`src/rtl/uart_speed_pkg.sv`:
```
// uart_speed_pkg: shared types and helpers for the uart_speed_rx receiver.
//   HDR_BYTE_DEF     default frame header value
//   byte_state_t     byte deserialiser states
//   parse_state_t    speed-frame parser states
//   clks_per_bit()   system clocks per UART bit, truncated
//   frame_chk()      frame checksum, XOR of header, hi and lo bytes
package uart_speed_pkg;

  localparam logic [7:0] HDR_BYTE_DEF = 8'hA5;

  typedef enum logic [1:0] {
    B_IDLE,
    B_START,
    B_DATA,
    B_STOP
  } byte_state_t;

  typedef enum logic [1:0] {
    P_WAIT_HDR,
    P_GET_HI,
    P_GET_LO,
    P_GET_CHK
  } parse_state_t;

  function automatic int clks_per_bit(input int sys_freq, input int baud);
    return sys_freq / baud;
  endfunction

  function automatic logic [7:0] frame_chk(input logic [7:0] a,
                                           input logic [7:0] b,
                                           input logic [7:0] c);
    return a ^ b ^ c;
  endfunction

endpackage

```
`src/rtl/uart_rx_byte.sv`:
```
// uart_rx_byte: two-flop synchroniser plus 8N1 byte deserialiser.
// Ports:
//   clk            system clock, rising edge
//   reset          asynchronous, active-high
//   serial_data_in UART line, idles high, asynchronous to clk
//   byte_data      last good byte
//   byte_valid     one-cycle strobe per good byte
//   stop_err       one-cycle strobe when the stop bit is sampled low
//   active         high while the byte FSM is not IDLE
module uart_rx_byte
  import uart_speed_pkg::*;
#(
  parameter int CLKS_PER_BIT = 5208
) (
  input  logic       clk,
  input  logic       reset,
  input  logic       serial_data_in,
  output logic [7:0] byte_data,
  output logic       byte_valid,
  output logic       stop_err,
  output logic       active
);

  localparam int CNT_W = (CLKS_PER_BIT > 2) ? $clog2(CLKS_PER_BIT) : 1;
  localparam logic [CNT_W-1:0] CNT_HALF = CNT_W'(CLKS_PER_BIT / 2 - 1);
  localparam logic [CNT_W-1:0] CNT_FULL = CNT_W'(CLKS_PER_BIT - 1);

  logic             rx_m, rx_s, rx_d;
  byte_state_t      state, state_nxt;
  logic [CNT_W-1:0] cnt;
  logic [2:0]       idx;
  logic [7:0]       shreg;
  logic             half_tick, full_tick, fall, stop_done;

  // synchroniser; rx_d is the previous synchronised sample for edge detect
  always_ff @(posedge clk or posedge reset) begin
    if (reset) begin
      rx_m <= 1'b1;
      rx_s <= 1'b1;
      rx_d <= 1'b1;
    end else begin
      rx_m <= serial_data_in;
      rx_s <= rx_m;
      rx_d <= rx_s;
    end
  end

  assign half_tick = (cnt == CNT_HALF);
  assign full_tick = (cnt == CNT_FULL);
  // only a high-to-low transition starts a byte, so a held-low break
  // cannot retrigger after its single stop error
  assign fall      = rx_d & ~rx_s;

  always_ff @(posedge clk or posedge reset) begin
    if (reset) state <= B_IDLE;
    else       state <= state_nxt;
  end

  always_comb begin
    state_nxt = state;
    case (state)
      B_IDLE:  if (fall) state_nxt = B_START;
      B_START: if (half_tick) state_nxt = rx_s ? B_IDLE : B_DATA;
      B_DATA:  if (full_tick && idx == 3'd7) state_nxt = B_STOP;
      B_STOP:  if (full_tick) state_nxt = B_IDLE;
      default: state_nxt = B_IDLE;
    endcase
  end

  always_comb begin
    active    = (state != B_IDLE);
    stop_done = (state == B_STOP) && full_tick;
  end

  always_ff @(posedge clk or posedge reset) begin
    if (reset) begin
      cnt        <= '0;
      idx        <= '0;
      byte_data  <= '0;
      byte_valid <= 1'b0;
      stop_err   <= 1'b0;
    end else begin
      byte_valid <= stop_done & rx_s;
      stop_err   <= stop_done & ~rx_s;
      if (stop_done && rx_s) byte_data <= shreg;
      case (state)
        B_IDLE: cnt <= '0;
        B_START: begin
          if (half_tick) begin
            cnt <= '0;
            idx <= '0;
          end else begin
            cnt <= cnt + 1'b1;
          end
        end
        B_DATA: begin
          if (full_tick) begin
            cnt <= '0;
            idx <= idx + 3'd1;
          end else begin
            cnt <= cnt + 1'b1;
          end
        end
        B_STOP: cnt <= full_tick ? '0 : cnt + 1'b1;
        default: cnt <= '0;
      endcase
    end
  end

  // shift register carries payload only; a reset mid-byte never reaches byte_data
  always_ff @(posedge clk) begin
    if (state == B_DATA && full_tick) shreg <= {rx_s, shreg[7:1]};
  end

endmodule

```
`src/rtl/uart_speed_rx.sv`:
```
// uart_speed_rx: receives header/speed-hi/speed-lo/checksum frames over 8N1 UART.
// Ports:
//   clk            system clock, rising edge
//   reset          asynchronous, active-high
//   serial_data_in UART line, idles high
//   speed          last validated speed (0.1 km/h units), holds between frames
//   speed_valid    one-cycle strobe when speed updates
//   frame_err      one-cycle strobe per framing/checksum/range/timeout error
//   byte_data      last received byte
//   byte_valid     one-cycle strobe per good byte
//   busy           byte FSM not IDLE or parser not WAIT_HDR
module uart_speed_rx
  import uart_speed_pkg::*;
#(
  parameter int         SYS_FREQ     = 50000000,
  parameter int         BAUD         = 9600,
  parameter int         WIDTH_SPEED  = 14,
  parameter logic [7:0] HDR_BYTE     = HDR_BYTE_DEF,
  parameter int         TIMEOUT_BITS = 20
) (
  input  logic                   clk,
  input  logic                   reset,
  input  logic                   serial_data_in,
  output logic [WIDTH_SPEED-1:0] speed,
  output logic                   speed_valid,
  output logic                   frame_err,
  output logic [7:0]             byte_data,
  output logic                   byte_valid,
  output logic                   busy
);

  localparam int CLKS_PER_BIT = clks_per_bit(SYS_FREQ, BAUD);
  localparam int GAP_LIMIT    = TIMEOUT_BITS * CLKS_PER_BIT;
  localparam int GAP_W        = $clog2(GAP_LIMIT + 1);
  localparam logic [GAP_W-1:0] GAP_MAX = GAP_W'(GAP_LIMIT);
  // hi-byte bits above the speed field must be zero
  localparam logic [7:0] HI_MASK = 8'(8'hFF << (WIDTH_SPEED - 8));

  logic             rx_active, rx_stop_err;
  parse_state_t     pstate, pstate_nxt;
  logic [7:0]       hi, lo;
  logic [GAP_W-1:0] gap;
  logic             timeout, hi_bad, chk_ok;
  logic             err_nxt, spd_nxt;
  logic [15:0]      frame_word;

  uart_rx_byte #(
    .CLKS_PER_BIT(CLKS_PER_BIT)
  ) u_rx_byte (
    .clk           (clk),
    .reset         (reset),
    .serial_data_in(serial_data_in),
    .byte_data     (byte_data),
    .byte_valid    (byte_valid),
    .stop_err      (rx_stop_err),
    .active        (rx_active)
  );

  assign hi_bad     = (byte_data & HI_MASK) != 8'h00;
  assign chk_ok     = (byte_data == frame_chk(HDR_BYTE, hi, lo));
  assign frame_word = {hi, lo};
  // a byte arriving in the expiry cycle wins over the timeout
  assign timeout    = (pstate != P_WAIT_HDR) && !byte_valid && (gap == GAP_MAX);
  assign busy       = rx_active || (pstate != P_WAIT_HDR);

  always_ff @(posedge clk or posedge reset) begin
    if (reset) pstate <= P_WAIT_HDR;
    else       pstate <= pstate_nxt;
  end

  always_comb begin
    pstate_nxt = pstate;
    if (rx_stop_err || timeout) begin
      pstate_nxt = P_WAIT_HDR;
    end else if (byte_valid) begin
      case (pstate)
        P_WAIT_HDR: if (byte_data == HDR_BYTE) pstate_nxt = P_GET_HI;
        P_GET_HI:   pstate_nxt = hi_bad ? P_WAIT_HDR : P_GET_LO;
        P_GET_LO:   pstate_nxt = P_GET_CHK;
        P_GET_CHK:  pstate_nxt = P_WAIT_HDR;
        default:    pstate_nxt = P_WAIT_HDR;
      endcase
    end
  end

  always_comb begin
    spd_nxt = byte_valid && (pstate == P_GET_CHK) && chk_ok;
    err_nxt = rx_stop_err || timeout
           || (byte_valid && (pstate == P_GET_HI) && hi_bad)
           || (byte_valid && (pstate == P_GET_CHK) && !chk_ok);
  end

  always_ff @(posedge clk or posedge reset) begin
    if (reset) begin
      speed       <= '0;
      speed_valid <= 1'b0;
      frame_err   <= 1'b0;
    end else begin
      speed_valid <= spd_nxt;
      frame_err   <= err_nxt;
      if (spd_nxt) speed <= frame_word[WIDTH_SPEED-1:0];
    end
  end

  always_ff @(posedge clk) begin
    if (byte_valid && pstate == P_GET_HI) hi <= byte_data;
    if (byte_valid && pstate == P_GET_LO) lo <= byte_data;
  end

  // inter-byte gap: counts line-idle time inside a frame, saturates at expiry
  always_ff @(posedge clk or posedge reset) begin
    if (reset) begin
      gap <= '0;
    end else if (byte_valid || timeout || pstate == P_WAIT_HDR) begin
      gap <= '0;
    end else if (!rx_active && gap != GAP_MAX) begin
      gap <= gap + 1'b1;
    end
  end

endmodule

```
`config.mk`:
```
export PLATFORM = sky130hd
export DESIGN_NAME = uart_speed_rx
export DESIGN_NICKNAME = d
export VERILOG_FILES = /design/src/rtl/uart_speed_pkg.sv /design/src/rtl/uart_rx_byte.sv /design/src/rtl/uart_speed_rx.sv
export SDC_FILE = /design/constraint.sdc
export NUM_CORES = 1
export LEC_CHECK = 0
export CORE_MARGIN = 10
export CORE_UTILIZATION = 60
export CTS_CLUSTER_SIZE = 40
export DETAILED_ROUTE_END_ITERATION = 6
export GPL_ROUTABILITY_DRIVEN = 0
export GPL_TIMING_DRIVEN = 0
export PLACE_DENSITY = 0.81
export SLEW_MARGIN = 20
export SYNTH_ARGS = -nofsm -noshare
export SYNTH_HDL_FRONTEND = slang
export SYNTH_HIERARCHICAL = 1
export SYNTH_SLANG_ARGS = --single-unit
```
`constraint.sdc`:
```
create_clock -name clk -period 4.1 [get_ports clk]
set_input_delay 0.41 -clock clk [delete_from_list [all_inputs] [get_ports clk]]
set_output_delay 0.41 -clock clk [all_outputs]
set_load 0.03 [all_outputs]
```
==> results of run 1 <==
## cell usage in the layout (no fill, tap or decap), drive strengths merged, types with 6 or more instances in the layout
| master | n |
|---|---|
| a21oi | 6 |
| clkbuf | 12 |
| clkdlybuf4s50 | 28 |
| dfrtp | 63 |
| edfxtp | 24 |
| inv | 12 |
| mux2 | 23 |
| nand2 | 13 |
| nand3 | 14 |
| nor2 | 35 |
| nor3 | 9 |
| or3 | 6 |
| or4 | 6 |
| xnor2 | 18 |
| xnor3 | 6 |
## power by group through the flow
stage	registers [mW]	logic (mW)	clock network [mW]
4_1_cts	0.972	0.124	0.596
6_report	0.971	0.122	0.583
5_1_grt	0.978	0.138	0.633
2_1_floorplan	0.984	0.0976	0
3_5_place_dp	0.990	0.123	0
3_3_place_gp	0.989	0.121	0
## cell usage after synthesis, types with 4 or more instances
master	n	share of area, %
or3_1	6	0.92
nor2b_1	5	0.77
xor2_1	5	1.1
xnor3_1	5	2.8
dfrtp_1	63	39
inv_1	11	1.0
edfxtp_1	24	18
mux2_4	9	3.3
or4_1	5	0.92
ha_1	5	1.5
nand3_1	14	1.7
a21oi_1	6	0.74
nand4_1	4	0.61
mux2_2	13	3.6
nand2_1	13	1.2
nor3b_1	5	0.92
o21ai_0	5	0.61
xnor2_1	18	3.9
nor2_1	34	3.1
nor3_1	9	1.1
## flip-flops by register name, summed over array words and instances (netlist names), 2 cells and up, named ones only
| register | count |
|---|---|
| gap | 17 |
| speed | 14 |
| u_rx_byte/cnt | 13 |
| hi | 8 |
| lo | 8 |
| u_rx_byte/byte_data | 8 |
| u_rx_byte/shreg | 8 |
| u_rx_byte/idx | 3 |
| pstate | 2 |
## critical path, cell delays in order, from the launching register on
cell,delay (ns)
dfrtp_1,0.39
buf_4,0.17
or2_2,0.37
or3_1,0.34
clkdlybuf4s50_1,0.61
## layer usage
metal	part of all wire, %	global-route usage, %	routed length, µm
met2	50	23.4	3540
met4	1.9	6.83	134
met3	4.4	3.85	310
met5	0	0	0
met1	44	17.4	3080
## worst max path at each step
stage               endpoint  slack (ns)  cells after the start
floorplan           speed[0]        1.63                      5
global placement    speed[0]        1.55                      5
detailed placement  speed[0]        1.53                      5
CTS                     busy        1.44                      4
global route            busy        1.39                      4
finish                  busy        1.46                      4
## cells by family (layout without fill, tap and decap cells)
| group | count (synthesis) | in the layout | synth area share [%] |
|---|---|---|---|
| adders and majority gates | 5 | 5 | 1.53 |
| AOI/OAI and AO/OA | 21 | 21 | 3.50 |
| muxes | 24 | 24 | 7.42 |
| xor gates and xnor gates | 31 | 31 | 9.45 |
| DFF | 90 | 90 | 58.3 |
| and+or+nand+nor | 120 | 120 | 17.4 |
| buffers and inverters | 18 | 62 | 2.48 |
## per-stage QoR
step / cell area [µm²] / utilization (%) / instances / power (mW) / setup slack (ns)
floorplan: 4080 / - / 309 / 1.08 / 1.63
global placement: 4460 / 69.0 / 414 / 1.11 / 1.55
detailed placement: 4460 / 69.0 / 414 / 1.11 / 1.53
CTS: 4650 / 71.9 / 430 / 1.69 / 1.44
global route: 4650 / 71.9 / 430 / 1.75 / 1.39
finish: 4650 / 71.9 / 430 / 1.68 / 1.46
## final cells by class
cell class	instances	area [µm²]	area share [%]
Sequential cell	90	2380	51.1
Multi-Input combinational cell	201	1600	34.5
Timing Repair Buffer	28	280	6.03
Clock buffer	9	124	2.67
Tap cell	77	96.3	2.07
Clock inverter	7	67.6	1.45
Buffer	7	60.1	1.29
Inverter	11	41.3	0.889
==> impl_metrics.csv, run 1 <==
group,metric,value,unit
clock_network,clock_buffer_count_from_cts,9,
floorplanning,std_cell_rows,29,
timing,clock_skew,0.0117,ns
drt,routed_wire_length_per_instance,16.4,µm
power,power.share.combinational,7.3,%
grt,grt_max_degree,36,
power,p_sw,0.400,mW
worst_setup_path,cp_max_fo,10,
floorplanning,floorplan.die_area,10500,µm²
clock_network,clockRootBuffer,"clkbuf_8",
worst_setup_path,endpoint_kind,"primary output",
drt,num_vias,2438,
clock_network,cts_max_level,3,
hold_path,min-delay-path-class,"reg2reg",
timing,final_period_minus_worst_setup_slack,2.64,ns
power,power.density_cell_area,361,nW/µm²
timing,final.setup.tns,0,ns
floorplanning,core,6460,µm²
timing,layout_worst_path_cycle_share,64.4,%
clock_network,worstSkewPairLatency,0.35,ns
clock_network,cts_setup_buffers,0,
power,clock_power_share,34.8,%
finish,final_nets,356,
logic_synthesis,synth_area,4080,µm²
clock_network,clock-sinks,90,
drt,first_pass_iters,7,
finish,layout-drive-gt1-share,17.0,%
timing,setup_viol,0,
logic_synthesis,postSynth.topFlopCell,"dfrtp_1",
drt,viasPerCell,5.67,
clock_network,cts_tree,"yes",
logic_synthesis,syn-instance-count,309,
worst_setup_path,critical_path.startpoint_type,"register",
finish,syn_to_final_growth,13.9,%
finish,antennaDiodeCount,0,
logic_synthesis,synth.ff_latch_count,90,
timing,max-slew-margin-rel,50.3,%
power,vdd_drop_max,314,µV
worst_setup_path,timing.rr.end,"speed[12]",
finish,num-fill-cells,447,
logic_synthesis,postSynth.asyncResetShare,73.3,%
clock_network,cts.path.max_buffers,2,
power,seqPwrFrac,58.0,%
grt,overflow,0,
job,cap_violations,0,
drt,drt_iter0_markers,72,
clock_network,clkSlewWorstSetupHoldPaths,0.08,ns
timing,finalHoldViolations,0,
floorplanning,fp.dieW,102,µm
hold_path,worst_hold_path.endpoint,"u_rx_byte/rx_s",
worst_setup_path,ff2ff_setup_slack,1.52,ns
power,netSwitchingFraction,23.9,%
drt,antenna_violating_nets_post_route,0,
worst_setup_path,worstRegToRegCells,5,
grt,antenna_found_initial,0,
worst_setup_path,critical_path_class,"reg2out",
hold_path,hold_depth,0,
timing,holdWs,0.358,ns
grt,global_route_wire_length_before_repair,11.6,mm
logic_synthesis,post_synth_num_cell_types,54,
clock_network,cts_resized,0,
hold_path,worstHoldStart,"u_rx_byte/rx_m",
logic_synthesis,ys_seq_area_share,58.3,%
worst_setup_path,arrival,2.23,ns
logic_synthesis,synth_enable_flop_cells,24,
placed_design,final_hpwl_from_detailed_placement,5.01,mm
floorplanning,vertical_die_dimension,102,µm
grt,first_global_vias,2357,
placed_design,number_of_buffers_inserted_by_port_buffering,28,
worst_setup_path,cp_data_required_time,3.69,ns
worst_setup_path,worstReg2RegStart,"hi[5]",
drt,routed_wl,7.06,mm
timing,final-max-slew-violation-count,0,
timing,rsz0062_at_grt,"false",
drt,detail_route.drc_violations,0,
floorplanning,io_pins,29,
timing,maxClockFrequency,379,MHz
logic_synthesis,synth.net_count,317,
timing,worst_pin_slew,0.743,ns
clock_network,post_cts_hold_buffer_count,0,
power,power_report.internal_total,1.28,mW
floorplanning,start_util,63.2,%
logic_synthesis,warning_count_from_the_yosys_run,6,
logic_synthesis,mean_instance_size_in_the_synthesized_netlist,13.2,µm²
status,run_status,"finished, final reports clean",
grt,track_usage,14.4,%
power,leakagePower,1.91,nW
No activity file was read; power rests on OpenSTA's default activity.
==> inputs of run 2 (changes only) <==
- CORE_UTILIZATION: 60 -> 58
- PLACE_DENSITY: 0.81 -> 0.79
- clock period: 4.1 -> 2.7 ns (I/O delays scaled with it)
==> impl_metrics.csv, run 2 (synthesis gave the netlist of run 1 again) <==
group,metric,value,unit
status,run_status,"finished, final reports clean",
finish,area_of_the_multi_input_gates,1610,µm²
placed_design,final_hpwl_from_detailed_placement,4.81,mm
floorplanning,fp.dieW,104,µm
finish,largest-register,"gap",
timing,max-slew-margin-rel,51.6,%
power,leakagePower,1.92,nW
timing,setup_viol,0,
timing,layout_worst_path_cycle_share,95.1,%
drt,routed_wl,6.95,mm
worst_setup_path,critical_path.startpoint_type,"register",
drt,viasPerCell,5.38,
finish,layout-drive-gt1-share,17.3,%
grt,track_usage,13.5,%
timing,final.setup.tns,0,ns
placed_design,number_of_buffers_inserted_by_port_buffering,28,
timing,rsz0062_at_grt,"false",
finish,final_common_cell,"dfrtp_1",
clock_network,clock_buffer_count_from_cts,9,
floorplanning,floorplan.die_area,10800,µm²
grt,grt_max_degree,36,
worst_setup_path,endpoint_kind,"register",
timing,final-max-slew-violation-count,0,
grt,antenna_found_initial,0,
drt,antenna_violating_nets_post_route,0,
drt,routed_wire_length_per_instance,15.5,µm
placed_design,placement_stage_worst_setup_slack,0.115,ns
worst_setup_path,arrival,2.81,ns
clock_network,worstSkewPairLatency,0.36,ns
power,p_total,2.62,mW
drt,detail_route.drc_violations,0,
worst_setup_path,critical_path_class,"reg2reg",
clock_network,cts_tree,"yes",
floorplanning,start_util,59.7,%
grt,overflow,0,
finish,most-common-layout-cells,"63 x dfrtp_1, 34 x nor2_1, 28 x clkdlybuf4s50_1, 24 x edfxtp_1, 18 x xnor2_1",
power,vdd_drop_max,482,µV
placed_design,place_area,4480,µm²
clock_network,clkSlewWorstSetupHoldPaths,0.09,ns
finish,layout_top_registers,"gap (17), speed (14), u_rx_byte/cnt (13)",
placed_design,placed_instances,433,
drt,drt_iter0_markers,82,
timing,clock_skew,0.0129,ns
finish,num-fill-cells,519,
timing,finalHoldViolations,0,
grt,first_global_vias,2472,
power,power.density_cell_area,557,nW/µm²
finish,antennaDiodeCount,0,
drt,num_vias,2414,
timing,maxClockFrequency,389,MHz
floorplanning,std_cell_rows,30,
finish,finalCoreUtilization,68.7,%
finish,largest_register_ff_count,17,
floorplanning,vertical_die_dimension,104,µm
grt,global_route_wire_length_before_repair,12.1,mm
clock_network,cts_resized,0,
worst_setup_path,cp_data_required_time,2.94,ns
clock_network,cts_max_level,3,
finish,syn_to_final_growth,15.1,%
hold_path,min-delay-path-class,"in2reg",
clock_network,clock-sinks,90,
finish,stdcell_area,4700,µm²
worst_setup_path,ff2ff_setup_slack,0.13,ns
finish,final_cells,449,
drt,first_pass_iters,4,
timing,setup_ws,0.132,ns
floorplanning,io_pins,29,
floorplanning,core,6830,µm²
clock_network,clockRootBuffer,"clkbuf_8",
timing,worst_pin_slew,0.723,ns
clock_network,cts_setup_buffers,0,
finish,regArea,2380,µm²
finish,final_nets,356,
clock_network,post_cts_hold_buffer_count,0,
timing,holdWs,0.319,ns
worst_setup_path,cp_max_fo,10,
clock_network,cts.path.max_buffers,2,
timing,final_period_minus_worst_setup_slack,2.57,ns
job,cap_violations,0,
==> run 2: cell count changes in the layout (fill, tap and decap cells not counted), sizes merged <==
cell / before / now
clkbuf: 12 / 14
clkinv: 3 / 0
inv: 12 / 13
==> run 2: worst paths after layout <==
path	from	end	depth (start not counted)
worst max-delay path	hi[5]	speed[6]	5
worst min-delay path	serial_data_in	u_rx_byte/rx_m	1
worst max register to register	hi[5]	speed[6]	5
worst min register to register	u_rx_byte/rx_m	u_rx_byte/rx_s	0
max in group asynchronous	reset	speed[4]	2
min in group asynchronous	reset	u_rx_byte/idx[2]	2
==> run 2: final cells by class <==
class	count	share of cell area, %
Timing Repair Buffer	28	5.97
Sequential cell	90	50.6
Inverter	11	0.879
Clock buffer	11	3.25
Tap cell	96	2.56
Clock inverter	5	1.28
Buffer	7	1.28
Multi-Input combinational cell	201	34.2
==> run 2: critical path, stage by stage (launching register included) <==
cell      delay, ns
edfxtp_1       0.40
xnor3_2        0.39
or4_4          0.56
nor4_4         0.56
buf_8          0.23
mux2_4         0.30
==> run 2: power by group <==
group	total (mW)	switching [mW]	internal, mW
clock	0.954	0.466	0.488
sequential	1.48	0.0433	1.43
combinational	0.188	0.108	0.0806
total	2.62	0.617	2.00
==> run 2: layer usage <==
metal	vias to the layer above	track usage [%]	part of all wire [%]
met5	-	0	0
met4	0	6.06	1.8
met3	10	3.41	3.8
met2	38	22.0	49
met1	1190	16.5	45
li1	1176	-	-
